`src/rtl/irq_pending_ctrl_pkg.sv`:
```
// Shared constants, FSM encoding and helpers for the four-source interrupt front end.
// Latency/backpressure: none (definitions only).
package irq_pending_ctrl_pkg;

    localparam int N_SRC = 4;
    localparam int VEC_W = 2;

    typedef enum logic [1:0] {
        ST_IDLE = 2'd0,
        ST_REQ  = 2'd1,
        ST_GAP  = 2'd2
    } irq_state_e;

    function automatic logic [N_SRC-1:0] onehot2to4(input logic [VEC_W-1:0] vec);
        logic [N_SRC-1:0] oh;
        oh = '0;
        oh[vec] = 1'b1;
        return oh;
    endfunction

endpackage

```
`src/rtl/irq_pending_ctrl_prio_enc.sv`:
```
// Combinational 4-to-2 fixed-priority encoder, bit 3 highest.
// Latency: zero cycles; no backpressure.
module irq_prio_enc_4 (
    input  logic [3:0] eligible,
    output logic [1:0] vec,
    output logic       any
);

    always_comb begin
        vec = 2'd0;
        if (eligible[3]) begin
            vec = 2'd3;
        end else if (eligible[2]) begin
            vec = 2'd2;
        end else if (eligible[1]) begin
            vec = 2'd1;
        end
        any = |eligible;
    end

endmodule

```
`src/rtl/irq_pending_ctrl.sv`:
```
// Four-source interrupt front end: sync, edge detect into sticky pend, mask, priority select, req/ack.
// Latency: irq_req rises SYNC_STAGES+2 edges after an event; ack holds off the next vector for one GAP cycle. IRQ_LEVEL_EN selects level mode.
module irq_pending_ctrl #(
    parameter int SYNC_STAGES = 2,
    parameter int N_SRC       = 4
) (
    input  logic       clk,
    input  logic       rst,
    input  logic [3:0] irq_in,
    input  logic [3:0] mask,
    input  logic       irq_ack,
    output logic       irq_req,
    output logic [1:0] irq_vec,
    output logic [3:0] pend
);

    import irq_pending_ctrl_pkg::*;

    logic [SYNC_STAGES-1:0][N_SRC-1:0] sync_q, sync_d;
    logic [N_SRC-1:0] sync_out;
    logic [N_SRC-1:0] sync_dly_q, sync_dly_d;
    logic [N_SRC-1:0] pend_q, pend_d;
    logic [N_SRC-1:0] rise;
    logic [N_SRC-1:0] clr;
    logic [N_SRC-1:0] eligible;
    logic [VEC_W-1:0] vec_q, vec_d;
    logic [VEC_W-1:0] enc_vec;
    logic             enc_any;
    irq_state_e       state_q, state_d;

    assign sync_out = sync_q[SYNC_STAGES-1];
    assign rise     = sync_out & ~sync_dly_q;
    assign eligible = pend_q & mask;

    irq_prio_enc_4 u_prio_enc (
        .eligible (eligible),
        .vec      (enc_vec),
        .any      (enc_any)
    );

    always_comb begin
        sync_d     = {sync_q[SYNC_STAGES-2:0], irq_in};
        sync_dly_d = sync_out;
    end

    always_comb begin
        state_d = state_q;
        vec_d   = vec_q;
        clr     = '0;
        case (state_q)
            ST_IDLE: begin
                if (enc_any) begin
                    vec_d   = enc_vec;
                    state_d = ST_REQ;
                end
            end
            ST_REQ: begin
                // Vector stays frozen here even if mask or pend move underneath it.
                if (irq_ack) begin
                    clr     = onehot2to4(vec_q);
                    state_d = ST_GAP;
                end
            end
            ST_GAP: begin
                state_d = ST_IDLE;
            end
            default: begin
                state_d = ST_IDLE;
            end
        endcase
    end

`ifdef IRQ_LEVEL_EN
    // Level mode: pend tracks the synchronised lines; the source must drop its line to clear.
    always_comb begin
        pend_d = sync_out;
    end
`else
    // OR-ing rise after the clear lets a new event win over a same-cycle ack.
    always_comb begin
        pend_d = (pend_q & ~clr) | rise;
    end
`endif

    always_ff @(posedge clk or posedge rst) begin
        if (rst) begin
            sync_q     <= '0;
            sync_dly_q <= '0;
            pend_q     <= '0;
            vec_q      <= '0;
            state_q    <= ST_IDLE;
        end else begin
            sync_q     <= sync_d;
            sync_dly_q <= sync_dly_d;
            pend_q     <= pend_d;
            vec_q      <= vec_d;
            state_q    <= state_d;
        end
    end

    assign irq_req = (state_q == ST_REQ);
    assign irq_vec = vec_q;
    assign pend    = pend_q;

endmodule
```
`config.mk`:
```
export PLATFORM = sky130hd
export DESIGN_NAME = irq_pending_ctrl
export DESIGN_NICKNAME = d
export VERILOG_FILES = /design/src/rtl/irq_pending_ctrl_pkg.sv /design/src/rtl/irq_pending_ctrl_prio_enc.sv /design/src/rtl/irq_pending_ctrl.sv
export SDC_FILE = /design/constraint.sdc
export NUM_CORES = 1
export LEC_CHECK = 0
export ABC_AREA = 1
export BUFFER_PORTS_ARGS = -buffer_cell sky130_fd_sc_hd__clkbuf_2
export CAP_MARGIN = 20
export CORE_UTILIZATION = 48
export CTS_CLUSTER_SIZE = 24
export DETAILED_ROUTE_END_ITERATION = 16
export PLACE_DENSITY = 0.77
export SYNTH_ARGS = -nofsm -noshare
export SYNTH_HDL_FRONTEND = slang
export SYNTH_SLANG_ARGS = --single-unit
```
`constraint.sdc`:
```
create_clock -name clk -period 1.1 [get_ports clk]
set_clock_uncertainty 0.05 [all_clocks]
set_input_delay 0.11 -clock clk [delete_from_list [all_inputs] [get_ports clk]]
set_output_delay 0.11 -clock clk [all_outputs]
set_load 0.05 [all_outputs]
```
# [Word level (Yosys, flattened, before mapping)]
# Index checks and enable logic that the tools add are counted.
[totals] register_bits=20 elab_cells=32
[op_classes] n_lt_le_gt_ge=2 n_eq_ne=3 muxes=10 bitwise_logic=6 n_reduce_logical=5
[op_table] op="$and 4x4->4" n=3
[op_table] op="$mux 2" n=4
[op_table] op="$mux 4" n=2
[op_table] op="$not 4->4" n=2
[op_table] op="$ne 2x2->1 const B" n=2
[op_table] op="$or 4x4->4" n=1
[op_table] op="$pmux 2 s2" n=1
[op_table] op="$reduce_and 2->1" n=2
[op_table] op="$reduce_or 4->1" n=1
[op_table] op="$lt 2x3->1 const B" n=1
[op_table] op="$demux 1 s2" n=1
[op_table] op="$eq 2x1->1 const B" n=1
[op_table] op="$ge 2x1->1 const B" n=1
[op_table] op="$logic_not 2->1" n=1
[op_table] op="$mux 1" n=2
[op_table] op="$logic_and 1x1->1" n=1

# [Depth between registers and ports, before layout]
# Gate-level depths: netlist (run 1).
[depth] ltp_word=9 ltp_mapped=6 ltp_nobuf=6

# [Cells and area by module]
# A second synthesis (run 1) with hierarchy kept.
[unflattened] cells_unflattened=76 hier_area_um2=743.2
[modules_own_cells] mod="irq_pending_ctrl" n_inst=1 cells_each=68 area_per_inst_um2=710.7
[modules_own_cells] mod="irq_prio_enc_4" n_inst=1 cells_each=8 area_per_inst_um2=32.5

# [Worst setup path after synthesis (run 1)]
# No wires, ideal clock.
[synth_path] kind="flip-flop to flip-flop" startpoint="register pend_q[2], in the netlist pend[2]" endpoint="register vec_q[1], in the netlist irq_vec[1]" setup_time_ns=0.120 arrival_ns=1.042 required_ns=0.930 slack_ns=-0.112 path_stages_with_launch=6 synth_period_minus_slack_ns=1.212 cell_sequence="dfrtp_1 -> nand2_1 -> nand2_2 -> o21ai_2 -> nand2_1 -> nand2_1"
[synth_via] elab_chain_len=3
[synth_lines] element="start: declaration" line_no="irq_pending_ctrl.sv:22" source="logic [N_SRC-1:0] pend_q, pend_d;"
[synth_lines] element="start signal: assignment" line_no="irq_pending_ctrl.sv:95" source="pend_q <= pend_d;"
[synth_lines] element="$and 4x4->4 *" line_no="irq_pending_ctrl.sv:33" source="assign eligible = pend_q & mask;"
[synth_lines] element="$reduce_or 4->1 / $mux 2 (equally long branches)" line_no="irq_pending_ctrl_prio_enc.sv:18, irq_pending_ctrl_prio_enc.sv:13"
[synth_lines] element="$reduce_and 2->1 (no line) / $mux 2 (equally long branches)"
[synth_lines] element="end signal: assignment" line_no="irq_pending_ctrl.sv:96" source="vec_q <= vec_d;"
[synth_lines] element="end: declaration" line_no="irq_pending_ctrl.sv:26" source="logic [VEC_W-1:0] vec_q, vec_d;"
# Every way passes the cells marked *; elsewhere a longest branch is shown, timed or not.
# A chain may end at the register's enable or synchronous reset.

# [Final worst setup path (run 1)]
[layout_path] startpoint="register state_q[1]" endpoint="output irq_req"
[layout_via] elab_chain_len=1
[layout_lines] element="start: declaration" line_no="irq_pending_ctrl.sv:29" source="irq_state_e state_q, state_d;"
[layout_lines] element="start signal: assignment" line_no="irq_pending_ctrl.sv:97" source="state_q <= state_d;"
[layout_lines] element="$eq 2x1->1" line_no="irq_pending_ctrl.sv:101" source="assign irq_req = (state_q == ST_REQ);"
[layout_lines] element="end: declaration" line_no="irq_pending_ctrl.sv:12" source="output logic irq_req,"
# No other way between the ends.

==> flow_summary.toml, run 1 <==
[status]
status = "finished with violations"
violations = "negative setup slack"

[yosys]
async_reset_ff_frac = 1.00
synth_nets = 77
synth_ff_type = "dfrtp_1"
synth_compound_area_frac = 0.0478
synth_simple_gate_area_frac = 0.181
synth-edff-count = 0
yosysMostFrequentCell = "dfrtp_1"
postSynthAreaPerCell_um2 = 10.7
synth_area_leaders = "dfrtp_1 (71%), nand2_1 (9.0%), inv_1 (5.8%)"
synth_top_area_share = 0.708
synth_mux_area_frac = 0
ys_seq_area_frac = 0.708
ys_ff_latch = 20
yosysTopAreaCell = "dfrtp_1"
synth_cell_type_count = 10
yosysWarnings = 0
synth_top_cells_by_count = "dfrtp_1 (20), nand2_1 (17), inv_1 (11)"
synth_xor_area_frac = 0
synth_adder_area_share = 0
syn_inst = 66
syn_area_um2 = 707
synth_top_family_by_area = "simple AND/OR/NAND/NOR gates"

[floorplan]
die_h_um = 40.4
initial_utilization = 0.530
dieArea_mm2 = 0.00163
row_count = 13
die_x_um = 40.4
core_mm2 = 0.00133
ios = 18

[sta]
finalHoldViolCount = 0
holdWs_ns = 0.132
fin_crit_sh = 1.06
setup_violations = 1
rsz0062_at_grt = "true"
worst_slew_pin_slew_ns = 0.249
maxSlewViolCount = 0
finalCriticalPeriod_ns = 1.16
max_freq_mhz = 862
relSlewSlack = 0.834
fin_ws_ns = -0.0607

[route]
viasPerCell = 4.65
remaining_drc_errors = 0
wl_per_cell_um = 11.4
drtIter0Drc = 4
ant_nets = 0
dr.pass1.iters = 3
postRouteWirelength_um = 1290
vias = 530

[worst_setup_path]
crit_type = "flop to primary output"
setup.worst_path.start_class = "flop"
r2r-start = "state_q[1]"
ff2ff_setup_slack_ns = 0.01
crit_fanout = 2
cp-end-kind = "primary output"
r2r_cells = 7
r2r-end = "pend[2]"
critPathArrivalTime_ns = 1.00
worst_ep_required_time_ns = 0.94

[place]
gp_congestion = 0.675
hpwl_um = 827
io_buffers = 17
placed_cell_area_um2 = 828

[cells_and_area]
antenna_cells = 0
fillers = 80
drive_above_1_share = 0.444
fin_util = 0.784
final_area_mm2 = 0.00105
syn_to_final_growth_pct = 48.0
final_nets = 111

[global_route]
grt_pass1_vias = 458
grt_overflow = 0
grt_max_degree = 21
grt_usage = 0.180
antenna_found_initial = 0
grt_pass1_wl_um = 1730

[clock_network]
cts_tree = "built"
clk_path_buf_depth = 2
cts_inserted_buffers = 3
cts-root-buf = "clkbuf_4"
insertion_delay_ns = 0.29
clock_sinks = 20
cts_htree_levels = 1
clk_pin_slew_ns = 0.10

[job]
maxCapViolCount = 0

[hold_path]
min_path_cells = 5
hp-start = "mask[1]"
hold_end = "irq_vec[0]"
hold_class = "input port to flop"

[power]
power_density_mw_per_mm2 = 2770
peakVddDrop_uv = 1520
p_total_mw = 2.90
p_leak_nw = 0.542
## power breakdown
group | total [mW] | internal [mW] | switching, mW | leakage (nW)
logic | 1.43 | 0.609 | 0.817 | 0.298
registers | 1.07 | 0.907 | 0.163 | 0.222
clock network | 0.403 | 0.201 | 0.201 | 0.0210
## worst max-delay path, stage by stage (launching register included)
cell       delay [ns]
dfrtp_1          0.40
inv_2            0.06
nand2_2          0.05
inv_2            0.06
clkbuf_16        0.15
## routing by layer
layer	global-route usage	up-vias	share of wire
met5	0	-	0
met3	0.0667	2	0.032
met1	0.175	248	0.41
met2	0.310	11	0.55
li1	-	269	-
met4	0.125	0	0.0085
## stage by stage
stage	setup TNS [ns]	setup WS, ns	std cells
final	-0.0607	-0.0607	114
after global routing	-0.355	-0.163	114
after CTS	-0.0822	-0.0822	110
after detailed placement	0	0.0939	99
after global placement	0	0.0960	99
after floorplan	0	0.0131	66
## sequential cells by signal (all words and copies together), names as in the netlist
register,count
pend,4
irq_vec,2
state_q,2
sync_dly_q,4
sync_d,4
sync_dly_d,4
## layout by cell type, fill, tap and decap left out
cell	count
dfrtp_1	14
buf_8	5
dlygate4sd3_1	6
o21ai_1	1
clkbuf_8	1
inv_2	3
nand2_1	16
o21ai_0	2
inv_1	9
clkbuf_16	1
nor2_1	1
nand3_1	6
nand2_2	4
clkbuf_4	3
nor2_4	1
clkbuf_2	10
buf_4	6
buf_6	1
o21ai_2	3
dfrtp_2	6
## cells by family after synthesis
logic type / after synthesis
AO/OA/AOI/OAI: 6
buffers and inverters: 12
AND/OR/NAND/NOR: 28
flip-flops: 20
## worst max-delay path by stage
stage | startpoint | to | slack (ns) | depth (start not counted)
finish | state_q[1] | irq_req | -0.06 | 4
global route | state_q[1] | irq_req | -0.16 | 4
CTS | state_q[1] | irq_req | -0.08 | 4
detailed placement | state_q[1] | pend[3] | 0.09 | 4
global placement | pend[2] | state_q[0] | 0.1 | 4
floorplan | pend[3] | state_q[0] | 0.01 | 4
## what timing repair did
| action | CTS | global route |
|---|---|---|
| setup buffers | 2 | 3 |
| pin swaps | 0 | 0 |
| endpoints found under the hold margin | 24 | 1 |
| cloned | 0 | 0 |
| setup endpoints to repair | 7 | 11 |
| hold buffers | 5 | 1 |
| resized for setup | 16 | 12 |
## layout make-up
type | count | area (µm²) | area share
flip-flops and latches | 20 | 508 | 0.486
clock buffers | 4 | 36.3 | 0.0347
well taps | 15 | 18.8 | 0.0179
inverters | 12 | 45.0 | 0.0431
repair buffers | 29 | 267 | 0.255
multi-input cells | 34 | 171 | 0.164
(Power assumes the default switching activity.)
==> run 2, diff against run 1 <==
--- a/config.mk
+++ b/config.mk
@@ -11,6 +11,7 @@
 export CORE_UTILIZATION = 48
 export CTS_CLUSTER_SIZE = 24
 export DETAILED_ROUTE_END_ITERATION = 16
+export MAX_ROUTING_LAYER = met4
 export PLACE_DENSITY = 0.77
 export SYNTH_ARGS = -nofsm -noshare
 export SYNTH_HDL_FRONTEND = slang
==> run 2 against run 1 <==
- the run still ends with negative setup slack left
- count of clock-buffer cells in the layout unchanged
- worst setup slack worse by 0.0021 ns
- clock power about the same
- utilization down 0.75 points
- critical path depth unchanged
- largest cell class unchanged
- non-clock buffer count down 1
==> flow_summary.toml, run 2 (synthesis gave the netlist of run 1 again) <==
[power]
power_density_mw_per_mm2 = 2790
switching_power_mw = 1.18
netSwitchingFraction = 0.407
p_leak_nw = 0.538
intPower_mw = 1.72
peakVddDrop_uv = 1370
power_frac_clock = 0.139
comb_power_share = 0.492
seqPwrFrac = 0.369

[floorplan]
row_count = 13
initial_utilization = 0.530
die_h_um = 40.4
ios = 18
core_mm2 = 0.00133
dieArea_mm2 = 0.00163
die_x_um = 40.4

[cells_and_area]
fillers = 81
mostFrequentLayoutCell = "nand2_1"
syn_to_final_growth_pct = 46.5
antenna_cells = 0
final_nets = 110
drive_above_1_share = 0.449
multi_input_area_um2 = 171
layout_common_cells = "nand2_1 (16), dfrtp_1 (14), clkbuf_2 (10)"
ff_latch_area_um2 = 508

[sta]
setup_violations = 1
maxSlewViolCount = 0
worst_slew_pin_slew_ns = 0.247
rsz0062_at_grt = "true"
max_freq_mhz = 860
fin_ws_ns = -0.0629
finalCriticalPeriod_ns = 1.16
holdWs_ns = 0.0199
fin_crit_sh = 1.06
final.setup.tns_ns = -0.0629
relSlewSlack = 0.834
finalHoldViolCount = 0

[worst_setup_path]
setup.worst_path.start_class = "flop"
path_delay_family = "flip-flops"
crit_fanout = 2
critPathSlowestCell = "dfrtp_1"
cp_num_buf_inv = 3
crit_type = "flop to primary output"
cpPeakStageDelay_ns = 0.40
worst_ep_required_time_ns = 0.94
crit_chain = "inv_2, nand2_2, inv_2, clkbuf_16"
critPathArrivalTime_ns = 1.00
cp-end-kind = "primary output"
ff2ff_setup_slack_ns = 0.01
worst_path_most_repeated_cell = "inv_2"

[clock_network]
cts-root-buf = "clkbuf_4"
clk_pin_slew_ns = 0.10
clock_sinks = 20
insertion_delay_ns = 0.29
cts_inserted_buffers = 3
cts_tree = "built"
cts_htree_levels = 1
clk_path_buf_depth = 2

[place]
place_ws_ns = 0.0939
hpwl_um = 827
gp_congestion = 0.682
io_buffers = 17

[route]
viasPerCell = 4.67
ant_nets = 0
dr.pass1.iters = 3
postRouteWirelength_um = 1270
wl_per_cell_um = 11.3
vias = 528
remaining_drc_errors = 0
drtIter0Drc = 4

[global_route]
antenna_found_initial = 0
grt_pass1_vias = 457
grt_overflow = 0
grt_usage = 0.181
grt_max_degree = 21
grt_pass1_wl_um = 1710

[status]
status = "finished with violations"
violations = "negative setup slack"

[job]
maxCapViolCount = 0

[hold_path]
hold_class = "input port to flop"
-- run 2: cell types whose count changed in the layout (fill, tap and decap cells not counted), sizes merged --
cell | before | now
dlygate4sd3 | 6 | 5
-- run 2: area by class of cell --
cell class | count | share of cell area
Sequential cell | 20 | 0.490
Clock buffer | 4 | 0.0350
Multi-Input combinational cell | 34 | 0.165
Inverter | 12 | 0.0435
Timing Repair Buffer | 28 | 0.248
Tap cell | 15 | 0.0181
-- run 2: per-stage QoR --
| step | power [mW] | instances | utilization | instance area, µm² |
|---|---|---|---|---|
| 3_3_place_gp | 1.99 | 99 | 0.621 | 828 |
| 2_1_floorplan | 1.78 | 66 | - | 717 |
| 3_5_place_dp | 2.02 | 99 | 0.621 | 828 |
| 6_report | 2.89 | 113 | 0.777 | 1040 |
| 5_1_grt | 3.06 | 113 | 0.777 | 1040 |
| 4_1_cts | 2.74 | 110 | 0.747 | 996 |
-- run 2: timing repair --
item / in CTS / in global routing
gates resized for setup: 16 / 12
hold buffers: 5 / 0
endpoints found under the hold margin: 24 / 0
pin swaps: 0 / 0
buffers inserted: 2 / 3
endpoints found under the setup margin: 7 / 11
-- run 2: layer usage --
| layer | share of wire | up-vias | GRT usage |
|---|---|---|---|
| li1 | - | 267 | - |
| met2 | 0.54 | 11 | 0.310 |
| met5 | 0 | - | - |
| met1 | 0.42 | 248 | 0.175 |
| met3 | 0.031 | 2 | 0.0500 |
| met4 | 0.0086 | 0 | 0.125 |
-- run 2: power groups by stage --
| stage | Combinational, mW | Clock (mW) | Sequential [mW] |
|---|---|---|---|
| 6_report | 1.42 | 0.402 | 1.07 |
| 4_1_cts | 1.28 | 0.421 | 1.04 |
| 3_5_place_dp | 0.962 | 0 | 1.05 |
| 5_1_grt | 1.51 | 0.453 | 1.09 |
| 2_1_floorplan | 0.396 | 0 | 1.38 |
| 3_3_place_gp | 0.948 | 0 | 1.04 |
-- run 2: worst paths after layout --
path	from	cells past startpoint	end
setup reg to reg	state_q[1]	7	pend[2]
max in group asynchronous	rst	4	irq_vec[1]
hold / removal	irq_ack	2	state_q[0]
min in group asynchronous	rst	4	sync_dly_q[0]
setup / recovery	state_q[1]	4	irq_req
hold reg to reg	sync_d[6]	0	sync_dly_d[2]
==> run 3, diff against run 2 <==
--- a/config.mk
+++ b/config.mk
@@ -7,12 +7,14 @@
 export LEC_CHECK = 0
 export ABC_AREA = 1
 export BUFFER_PORTS_ARGS = -buffer_cell sky130_fd_sc_hd__clkbuf_2
-export CAP_MARGIN = 20
-export CORE_UTILIZATION = 48
+export CAP_MARGIN = 10
+export CORE_UTILIZATION = 49
 export CTS_CLUSTER_SIZE = 24
 export DETAILED_ROUTE_END_ITERATION = 16
 export MAX_ROUTING_LAYER = met4
-export PLACE_DENSITY = 0.77
+export PLACE_DENSITY = 0.78
+export SKIP_CTS_REPAIR_TIMING = 1
 export SYNTH_ARGS = -nofsm -noshare
 export SYNTH_HDL_FRONTEND = slang
+export SYNTH_HIERARCHICAL = 1
 export SYNTH_SLANG_ARGS = --single-unit
==> run 3 against run 2 <==
- the run still ends with negative setup slack left
- maximum frequency shrank 3.2%
- count of clock-buffer cells in the layout is 1 lower
- final cell count up 9.7%
- non-clock buffer count up 1
- area after synthesis is 5.1% higher
- sequential share of layout area fell by 2.5 points
- clock power increased by 44%
- global-route usage is 0.66 points lower
- combinational power up 6%
- critical path type unchanged
- largest power group unchanged
- highest routed layer unchanged
==> flow_summary.toml, run 3 <==
[yosys]
ys_seq_area_frac = 0.673
synth_nets = 87
synth_area_leaders = "dfrtp_1 (67%), nand2_1 (11%), inv_1 (10%)"
synth_xor_area_frac = 0
ys_ff_latch = 20
synth_simple_gate_area_frac = 0.173
synth_mux_area_frac = 0
postSynthAreaPerCell_um2 = 9.78
synth_top_area_share = 0.673
yosysMostFrequentCell = "nand2_1"
synth_adder_area_share = 0
synth_top_family_by_area = "simple AND/OR/NAND/NOR gates"
syn_area_um2 = 743
synth-edff-count = 0
async_reset_ff_frac = 1.00
synth_top_cells_by_count = "nand2_1 (21), dfrtp_1 (20), inv_1 (20)"
yosysWarnings = 6
syn_inst = 76
yosysTopAreaCell = "dfrtp_1"
synth_compound_area_frac = 0.0471
synth_cell_type_count = 12
synth_ff_type = "dfrtp_1"

[clock_network]
cts-root-buf = "clkbuf_4"
clk_path_buf_depth = 2
cts_inserted_buffers = 3
clock_sinks = 20
cts_htree_levels = 1
cts_tree = "built"
clk_pin_slew_ns = 0.11
insertion_delay_ns = 0.29

[sta]
final.setup.tns_ns = -0.215
setup_violations = 5
finalCriticalPeriod_ns = 1.20
finalHoldViolCount = 0
worst_slew_pin_slew_ns = 0.240
fin_ws_ns = -0.101
fin_crit_sh = 1.09
maxSlewViolCount = 0
rsz0062_at_grt = "true"
max_freq_mhz = 832
relSlewSlack = 0.840

[worst_setup_path]
cp-end-kind = "primary output"
path_delay_family = "flip-flops"
setup.worst_path.start_class = "flop"
crit_type = "flop to primary output"
critPathArrivalTime_ns = 1.04
critPathSlowestCell = "dfrtp_1"
cp_num_buf_inv = 2
crit_chain = "inv_2, nor2_4, buf_8"
cp.depth = 3
worst_ep_required_time_ns = 0.94
cpPeakStageDelay_ns = 0.41
r2r_cells = 7
crit_fanout = 3

[global_route]
grt_pass1_wl_um = 1760
grt_max_degree = 21
grt_usage = 0.175
grt_overflow = 0
antenna_found_initial = 0
grt_pass1_vias = 434

[power]
power_density_mw_per_mm2 = 2880
p_leak_nw = 0.595
peakVddDrop_uv = 1740

[hold_path]
hold_class = "input port to flop"
min_path_cells = 2

[place]
gp_congestion = 0.656
placed_cell_area_um2 = 862
hpwl_um = 851
io_buffers = 17
place_ws_ns = 0.0352

[status]
status = "finished with violations"
violations = "negative setup slack"

[cells_and_area]
fillers = 78
drive_above_1_share = 0.422
syn_to_final_growth_pct = 46.8
layout_common_cells = "inv_1 (18), nand2_1 (18), dfrtp_1 (14)"
final_area_mm2 = 0.00109
final_nets = 121
antenna_cells = 0

[floorplan]
die_x_um = 40.9
ios = 18
initial_utilization = 0.551
die_h_um = 40.9
dieArea_mm2 = 0.00168
core_mm2 = 0.00135
row_count = 13

[route]
ant_nets = 0
vias = 605
wl_per_cell_um = 12.6
drtIter0Drc = 15
viasPerCell = 4.88
remaining_drc_errors = 0
postRouteWirelength_um = 1560
dr.pass1.iters = 4

[job]
maxCapViolCount = 0
[run 3: cell types whose count changed after synthesis, sizes merged]
cell,delta
inv,+9
nand2,+1
nand3,-2
nor2,+2
o21ai,-2
o21bai,+2
[run 3: layout make-up]
class	instances	area [µm²]	area share
multi-input combinational	35	195	0.179
inverter	21	81.3	0.0745
clock inverter	1	30.0	0.0275
timing repair buffer	29	235	0.216
clock buffer	3	22.5	0.0206
tap	15	18.8	0.0172
sequential	20	508	0.466
[run 3: where the power goes]
group	switching [mW]	leakage [nW]	internal, mW
combinational	0.916	0.345	0.592
clock	0.209	0.0279	0.368
sequential	0.153	0.223	0.907
total	1.28	0.595	1.87
[run 3: final timing paths]
| kind | slack [ns] | end | from |
|---|---|---|---|
| max reg2reg | -0.07 | irq_vec[1] | pend[1] |
| min in group asynchronous | 0.31 | sync_dly_q[0] | rst |
| max in group asynchronous | 0.47 | pend[2] | rst |
| min | 0.03 | state_q[0] | irq_ack |
| max | -0.10 | irq_req | state_q[0] |
| min reg2reg | 0.31 | sync_dly_d[2] | sync_d[6] |
[run 3: kinds of logic after synthesis]
logic type	Yosys count
simple gates	29
buf+inv	21
flops	20
compound gates	6
[run 3: through the flow]
step / instances / hold slack, ns / power, mW / util
CTS: 113 / -0.241 / 2.64 / 0.677
global placement: 109 / 0.0701 / 2.03 / 0.639
floorplan: 76 / 0.0234 / 1.82 / -
finish: 124 / 0.0327 / 3.15 / 0.808
detailed placement: 109 / 0.0929 / 2.06 / 0.639
global route: 124 / 0.0236 / 3.30 / 0.808
[run 3: metal layers]
layer	share of wire	global-route usage	vias to the layer above
met5	0	-	-
met1	0.43	0.203	279
li1	-	-	286
met2	0.48	0.266	32
met3	0.053	0.0543	8
met4	0.036	0.100	0
